[src/rtl/program_loader.sv]
// ---------------------------------------------------------------------------
// program_loader
//   Boot-time sequencer sitting between the RS-232 receiver and the
//   instruction memory. Received bytes are packed MSB-first into 32-bit words
//   and written to consecutive imem addresses starting at 0. When the
//   END_MARKER word arrives, loading stops and the CPU is released. From then
//   on every received byte is forwarded to the CPU input path.
//
// Ports
//   clk, reset    system clock, synchronous active-high reset
//   rx_data       received byte, qualified by rx_changed
//   rx_changed    one-cycle strobe per received byte (may be back-to-back)
//   imem_we       one-cycle write strobe per stored word
//   imem_addr     write address; holds the last written address otherwise
//   imem_wdata    write data (meaningful only while imem_we=1)
//   cpu_start     level, 1 once the end marker has been accepted
//   load_done     one-cycle pulse when the end marker is accepted
//   words_loaded  number of words written to imem
//   overflow      sticky, a data word arrived while imem was full
//   fwd_data      byte forwarded to the CPU input path
//   fwd_valid     one-cycle strobe qualifying fwd_data
//   dbg_state     current FSM state (0 = LOAD, 1 = RUN)
//
// Handshake: rx_changed is a pure strobe with no back-pressure; a byte is
// consumed on every clock edge where rx_changed=1. imem_we and fwd_valid are
// likewise single-cycle strobes with no ready signal on the receiving side.
// ---------------------------------------------------------------------------
module program_loader #(
    parameter int          ADDR_W     = 12,
    parameter int          MEM_DEPTH  = 4096,
    parameter logic [31:0] END_MARKER = 32'hFFFF_FFFF
) (
    input  logic              clk,
    input  logic              reset,
    input  logic [7:0]        rx_data,
    input  logic              rx_changed,
    output logic              imem_we,
    output logic [ADDR_W-1:0] imem_addr,
    output logic [31:0]       imem_wdata,
    output logic              cpu_start,
    output logic              load_done,
    output logic [ADDR_W:0]   words_loaded,
    output logic              overflow,
    output logic [7:0]        fwd_data,
    output logic              fwd_valid,
    output logic              dbg_state
);

    typedef enum logic {
        LOAD = 1'b0,
        RUN  = 1'b1
    } state_t;

    localparam logic [ADDR_W:0] DEPTH = (ADDR_W+1)'(MEM_DEPTH);

    state_t              state_q, state_d;
    logic [1:0]          byte_cnt_q, byte_cnt_d;
    logic [23:0]         shift_q, shift_d;     // first three bytes of the word
    logic                we_q, we_d;
    logic [ADDR_W-1:0]   addr_q, addr_d;
    logic [31:0]         wdata_q, wdata_d;
    logic                start_q, start_d;
    logic                done_q, done_d;
    logic [ADDR_W:0]     count_q, count_d;
    logic                ovf_q, ovf_d;
    logic [7:0]          fwd_data_q, fwd_data_d;
    logic                fwd_valid_q, fwd_valid_d;
    logic [31:0]         word;

    // The word completes with the byte currently on rx_data.
    assign word = {shift_q, rx_data};

    always_ff @(posedge clk) begin
        if (reset) begin
            state_q     <= LOAD;
            byte_cnt_q  <= '0;
            shift_q     <= '0;
            we_q        <= 1'b0;
            addr_q      <= '0;
            wdata_q     <= '0;
            start_q     <= 1'b0;
            done_q      <= 1'b0;
            count_q     <= '0;
            ovf_q       <= 1'b0;
            fwd_data_q  <= '0;
            fwd_valid_q <= 1'b0;
        end else begin
            state_q     <= state_d;
            byte_cnt_q  <= byte_cnt_d;
            shift_q     <= shift_d;
            we_q        <= we_d;
            addr_q      <= addr_d;
            wdata_q     <= wdata_d;
            start_q     <= start_d;
            done_q      <= done_d;
            count_q     <= count_d;
            ovf_q       <= ovf_d;
            fwd_data_q  <= fwd_data_d;
            fwd_valid_q <= fwd_valid_d;
        end
    end

    always_comb begin
        state_d     = state_q;
        byte_cnt_d  = byte_cnt_q;
        shift_d     = shift_q;
        we_d        = 1'b0;
        addr_d      = addr_q;
        wdata_d     = wdata_q;
        start_d     = start_q;
        done_d      = 1'b0;
        count_d     = count_q;
        ovf_d       = ovf_q;
        fwd_data_d  = fwd_data_q;
        fwd_valid_d = 1'b0;

        case (state_q)
            LOAD: begin
                if (rx_changed) begin
                    shift_d    = {shift_q[15:0], rx_data};
                    byte_cnt_d = byte_cnt_q + 2'd1;
                    if (byte_cnt_q == 2'd3) begin
                        if (word == END_MARKER) begin
                            state_d    = RUN;
                            start_d    = 1'b1;
                            done_d     = 1'b1;
                            byte_cnt_d = '0;
                        end else if (count_q < DEPTH) begin
                            // The word count doubles as the next free address.
                            we_d    = 1'b1;
                            wdata_d = word;
                            addr_d  = count_q[ADDR_W-1:0];
                            count_d = count_q + 1'b1;
                        end else begin
                            ovf_d = 1'b1;
                        end
                    end
                end
            end
            RUN: begin
                if (rx_changed) begin
                    fwd_valid_d = 1'b1;
                    fwd_data_d  = rx_data;
                end
            end
            default: state_d = LOAD;
        endcase
    end

    assign imem_we      = we_q;
    assign imem_addr    = addr_q;
    assign imem_wdata   = wdata_q;
    assign cpu_start    = start_q;
    assign load_done    = done_q;
    assign words_loaded = count_q;
    assign overflow     = ovf_q;
    assign fwd_data     = fwd_data_q;
    assign fwd_valid    = fwd_valid_q;
    assign dbg_state    = state_q;

endmodule

[config.mk]
export PLATFORM = sky130hd
export DESIGN_NAME = program_loader
export DESIGN_NICKNAME = d
export VERILOG_FILES = /design/src/rtl/program_loader.sv
export SDC_FILE = /design/constraint.sdc
export NUM_CORES = 1
export LEC_CHECK = 0
export CAP_MARGIN = 20
export CORE_UTILIZATION = 50
export DETAILED_ROUTE_END_ITERATION = 10
export PLACE_DENSITY = 0.88
export SLEW_MARGIN = 15
export SYNTH_ARGS = -nofsm -noshare
export SYNTH_HDL_FRONTEND = slang
export SYNTH_SLANG_ARGS = --single-unit
[constraint.sdc]
create_clock -name clk -period 2.4 [get_ports clk]
set_input_delay 0.24 -clock clk [delete_from_list [all_inputs] [get_ports clk]]
set_output_delay 0.24 -clock clk [all_outputs]
set_load 0.005 [all_outputs]
==> metrics.md <==
| Metric | Value |
|---|---|
| Synth Area per Inst | 9.30 um^2 |
| Ports placed on the boundary | 82 |
| Critical path arrival | 2.30 ns |
| Routed length per placed instance | 14.9 um |
| Cells taking the most area after synthesis | sky130_fd_sc_hd__dfxtp_1 53%, sky130_fd_sc_hd__mux2i_1 12%, sky130_fd_sc_hd__nand2_1 6.5%, sky130_fd_sc_hd__nor2_1 6.0%, sky130_fd_sc_hd__a21oi_1 5.7% |
| HPWL after DPL | 5.86 mm |
| Worst ir drop on vdd | 0.302 mV |
| Area leader, netlist | sky130_fd_sc_hd__dfxtp_1 |
| Number of slew-limit violations in the final report | 0 |
| Total of hold buffers inserted after clock tree synthesis | 0 |
| Initial antenna violation count | 0 |
| Largest buffer count on any clock path | 2 |
| Achievable frequency | 489 MHz |
| Number of hold violations in the final report | 0 |
| Total number of vias | 3124 |
| Inserted Diodes | 0 |
| Setup repair after global routing missed its margin | false |
| Req. time, crit path | 2.66 ns |
| Final design instance area without fill | 4790 um^2 |
| Clk root buf | sky130_fd_sc_hd__clkbuf_8 |
| Sort of element at the start of the critical path | flip-flop |
| Fraction of layout cells with a size suffix above 1 | 0.0771 |
| Post-synthesis instance total | 394 |
| Total track usage | 0.235 |
| Crit-path leading delay family | simple AND/OR/NAND/NOR gates |
| Worst path buffer plus inverter count | 1 |
| Seq cells post-synth | 97 |
| List of most frequent post-synthesis cells | 97 x sky130_fd_sc_hd__dfxtp_1, 63 x sky130_fd_sc_hd__nand2_1, 59 x sky130_fd_sc_hd__nor2_1, 45 x sky130_fd_sc_hd__mux2i_1, 42 x sky130_fd_sc_hd__a21oi_1 |
| Critical Path, Cell by Cell | nand4_1 > nor4_4 > buf_4 > a211oi_1 > and3_1 > o21ba_2 |
| Filler instances | 521 |
| Met1 track utilization from global routing | 0.293 |
| Row Count | 30 |
| Global-route layer with the greatest usage | met2 |
| Dominant register cell in the synthesized netlist | sky130_fd_sc_hd__dfxtp_1 |
| Setup fix buffers added after clock tree synthesis | 0 |
| Finished Layout Cells | 576 |
| Largest clock skew in the final design | 0.0123 ns |
| Slew Limit Headroom | 0.561 |
| Register clock-pin slew on the reported worst setup and hold paths | 0.10 ns |
| Placeable core area | 6940 um^2 |
| Sequential share of the synthesized area | 0.530 |
| Met2 track demand over resource in global routing | 0.395 |
| Setup-failing EPs final | 0 |
| Cell total after placement | 560 |
| Setup TNS | 0 ns |
| Total power consumption of the routed design | 2.85 mW |
| Cell at the slowest stage of the critical path | sky130_fd_sc_hd__nor4_4 |
| Post-CTS resize count | 0 |
| Fraction of synthesized cell area taken by the top area cell type | 0.530 |
| Post-detailed-route via-to-cell ratio | 5.42 |
| Run status | finished clean |
| M3 GR Usage | 0.0528 |
| Type of the worst setup path | reg2reg |
| Capturing element type of the critical path | flip-flop |
| Maximum net fanout on the critical path | 8 |
| Routed wire length | 8.55 mm |
| Class of the tightest hold or removal check | in2reg |
| Overall die area | 7670 um^2 |
| Number of unique standard cell types used by synthesis | 36 |
| Final routed DRC violation total | 0 |
| Areal power density over the cells | 595 nW/um^2 |
| Period minus WS final | 2.05 ns |
| Fraction of registers with async set or reset after synthesis | 0 |
| Maximum number of pins on one net before global-route repair | 41 |
| Cell area after placement | 4590 um^2 |
| Port Buffers | 81 |
| DRT Pass-1 Iters | 4 |
| Slowest Stage Delay on Critical Path | 0.56 ns |
| Number of nets with antenna violations after routing | 0 |
| P_leak | 1.62 nW |
| Most frequent cell after synthesis | sky130_fd_sc_hd__dfxtp_1 |
| Final period util | 0.852 |
| Worst hold-check slack | 0.322 ns |
| Number of levels the H-tree was split into | 3 |
| Netlist Area Pre-Place | 3660 um^2 |
| Vias in the first global route | 2872 |
| Post-synth EDFFs | 0 |
| Final global-route overflow total | 0 |
| Signed area change from the synthesized netlist to the final layout | 30.9% |
| First-pass GRT wire length | 13.8 mm |
| Total Nets Final | 488 |
| Die boundary height | 87.6 um |
| Number of warning messages in the yosys log | 0 |
| Worst slew pin tran | 0.641 ns |
| Net count of the mapped netlist | 407 |
| Chip Width | 87.6 um |
| Clock Sink Count | 97 |
| Final RePlAce weighted congestion | 0.863 |
| Skew-Pair Late Insertion Delay | 0.36 ns |
| Effective utilization at floorplan | 0.527 |
| Clock tree from TritonCTS | yes |
| Number of buffers created by CTS | 9 |
| Number of DRC violations after detailed-routing iteration 0 | 211 |
| Max cap viols | 0 |
worst reg2reg max path: cells and delay by family, from the launching register on:
kind	cells	cell delay (ns)
AOI/OAI and AO/OA	2	0.28
buffers and inverters	1	0.21
DFF	1	0.45
and+or+nand+nor	3	0.99
cell families after synthesis:
group           share of synthesized area
mux                                 0.126
simple gates                        0.195
buf+inv                            0.0400
compound gates                     0.0878
flops                               0.530
xor+xnor                           0.0143
fa+ha+maj                         0.00683
worst paths after layout:
kind / cells after the start / slack, ns / from / end
setup / recovery: 6 / 0.35 / shift_q[3] / words_loaded[11]
hold / removal: 2 / 0.32 / reset / imem_wdata[30]
setup reg to reg: 6 / 0.35 / shift_q[3] / words_loaded[11]
hold reg to reg: 2 / 0.46 / fwd_data[5] / fwd_data[5]
cells in the final DEF (no fill, tap or decap), drive strengths merged:
master	count
and2	1
mux2i	45
ha	2
or4	1
clkinvlp	1
nor2b	2
and3	1
xnor2	6
a211oi	3
nor3	1
a31oi	1
clkdlybuf4s50	80
nor4	3
dfxtp	97
a21oi	42
a2111oi	3
buf	16
nor2	59
a31o	1
clkinv	2
o21ba	1
nand3b	2
nand3	11
o31ai	2
clkbuf	12
bufinv	1
nand4b	1
inv	3
nand4	11
a41oi	1
nand2	63
a211o	1
mux2	1
nand2b	2
and4	1
flip-flops by register name, summed over array words and instances, names as in the netlist:
signal,flops
imem_wdata,32
words_loaded,13
cpu_start,1
dbg_state,1
fwd_valid,1
shift_q,24
byte_cnt_q,2
overflow,1
load_done,1
imem_addr,12
imem_we,1
fwd_data,8
stage by stage:
step                      worst slack [ns]   util
after floorplan                      0.700      -
after global placement               0.150  0.661
after detailed placement            0.0885  0.661
after CTS                            0.368  0.690
after global routing                 0.243  0.690
final                                0.355  0.690
routing by layer:
| layer | part of all wire | vias to the layer above |
|---|---|---|
| met3 | 0.046 | 19 |
| met1 | 0.43 | 1504 |
| met2 | 0.50 | 99 |
| li1 | - | 1502 |
| met5 | 0 | - |
| met4 | 0.023 | 0 |
cell type report:
type | count | area, um^2 | share of cell area
clock buffers | 12 | 155 | 0.0324
clock inverters | 4 | 51.3 | 0.0107
inverters | 3 | 11.3 | 0.00235
multi-input cells | 268 | 1580 | 0.330
flip-flops and latches | 97 | 1940 | 0.405
well taps | 96 | 120 | 0.0251
repair buffers | 96 | 931 | 0.194
power breakdown:
part           internal [mW]  switching [mW]
clock                  0.539           0.550
sequential              1.63          0.0194
combinational         0.0466          0.0720
total                   2.21           0.641
No activity file was read; power rests on OpenSTA's default activity.
==> RTL change, RTL diff (config.mk and constraints unchanged) <==
Remove the register `we_q`: a continuous assignment takes its place, so the output `imem_we` follows one clock earlier.
--- a/src/rtl/program_loader.sv
+++ b/src/rtl/program_loader.sv
@@ -75,7 +75,6 @@
             state_q     <= LOAD;
             byte_cnt_q  <= '0;
             shift_q     <= '0;
-            we_q        <= 1'b0;
             addr_q      <= '0;
             wdata_q     <= '0;
             start_q     <= 1'b0;
@@ -88,7 +87,6 @@
             state_q     <= state_d;
             byte_cnt_q  <= byte_cnt_d;
             shift_q     <= shift_d;
-            we_q        <= we_d;
             addr_q      <= addr_d;
             wdata_q     <= wdata_d;
             start_q     <= start_d;
@@ -99,6 +97,8 @@
             fwd_valid_q <= fwd_valid_d;
         end
     end
+
+    assign we_q = we_d;
 
     always_comb begin
         state_d     = state_q;
Formal check against the unedited RTL: not equivalent (Yosys sat finds a counterexample within 4 cycles, from zero or initial values and one cycle with reset high).
==> RTL change against the original RTL <==
  * Largest cell class unchanged
  * Utilization decreased by 0.87 points
  * Largest power group unchanged
  * Critical path type is now primary input to primary output
  * Synthesized area decreased by 1.3%
  * Setup slack got worse by 0.21 ns
  * Final area decreased by 1.8%
  * Clock skew decreased by 0.0054 ns
  * Routed wire length increased by 2.2%
  * Total power increased by 1.2%
  * Sequential cell count decreased by 1
==> RTL change: results (changes against the original RTL) <==
[metrics] run status: complete, no violations
[metrics] Hold Worst Slack: 0.330 ns (+0.00825 ns)
[metrics] Critical Path Fanout Max: 3 (-5)
[metrics] final net count: 530 (+8.6%)
[metrics] Initial DRT Pass Iterations: 5 (+1)
[metrics] share of layout cells above drive strength 1: 0.0670 (-0.0100)
[metrics] cell types with the largest area share after synthesis: sky130_fd_sc_hd__dfxtp_1, sky130_fd_sc_hd__nand2_1, sky130_fd_sc_hd__a21oi_1
[metrics] post-place setup slack: 0.0838 ns (-0.00465 ns)
[metrics] via count of the first global-routing pass: 2969 (+3.4%)
[metrics] met1 wire length: 3990 microns (+8.8%)
[metrics] number of instances in the synthesized netlist: 442 (+12%)
[metrics] Leakage: 0.00157 uW (-3.4%)
[metrics] met3 global-route usage: 0.0427 (-0.0101)
[metrics] crit path from: rx_data[7]
[metrics] data arrival time of the critical path: 2.02 ns (-0.28 ns)
[metrics] largest net degree at the start of global routing: 67 (+63%)
[metrics] number of nets in the synthesized netlist: 455 (+12%)
[metrics] post-route clock skew: 0.00685 ns (-0.00540 ns)
[metrics] Top Family by Delay on Critical Path: buffers and inverters
[metrics] capturing instance or port of the critical path: imem_we
[metrics] Initial DRC Count: 173 (-18%)
[metrics] placement-stage cell area: 0.00449 sq mm (-2.2%)
[metrics] worst stage delay on the critical path: 0.53 ns (-0.03 ns)
[metrics] post-DR vias/cell: 5.39 (-0.65%)
[metrics] placed instance count: 602 (+7.5%)
[metrics] global-route usage over all layers: 0.240 (+0.00448)
[metrics] tightest slew margin relative to the limit: 0.610 (+0.0487)
[metrics] number of distinct standard cells referenced by the synthesized netlist: 29 (-19%)
[metrics] Post-synth top cells: sky130_fd_sc_hd__nand2_1, sky130_fd_sc_hd__dfxtp_1, sky130_fd_sc_hd__a21oi_1
[metrics] post-layout instance count excluding filler cells: 618 (+7.3%)
[metrics] R2R Path Start: byte_cnt_q[0]
[metrics] global-route wire length before repair: 14100 microns (+1.7%)
[metrics] total length of routed wires: 8750 microns (+2.2%)
RTL change: cell count changes after synthesis, sizes merged, moves of 2 or more:
cell / delta
nand2: +91
mux2i: -45
nor2: -42
a21oi: +40
buf: +4
a31oi: +2
inv: -2
nand3b: -2
o31ai: -2
xnor2: +2
RTL change: logic make-up (layout without fill, tap and decap cells):
group / Yosys count / after routing / share of synthesized area
muxes: 1 / 1 / 0.00312
and+or+nand+nor: 208 / 208 / 0.248
xor gates and xnor gates: 8 / 8 / 0.0194
DFF: 96 / 96 / 0.532
buffers and inverters: 31 / 111 / 0.0464
AOI/OAI and AO/OA: 96 / 96 / 0.144
adders and majority gates: 2 / 2 / 0.00692
RTL change: final cells by class:
class,count,area (sq um)
fill,578,2200
sequential,96,1920
multi-input combinational,315,1530
timing repair buffer,94,916
clock buffer,11,141
tap,96,120
clock inverter,5,80.1
inverter,1,3.75
RTL change: where the power goes:
group	internal, uW	switching (uW)
clock	614	532
combinational	42.0	71.7
sequential	1610	19.1
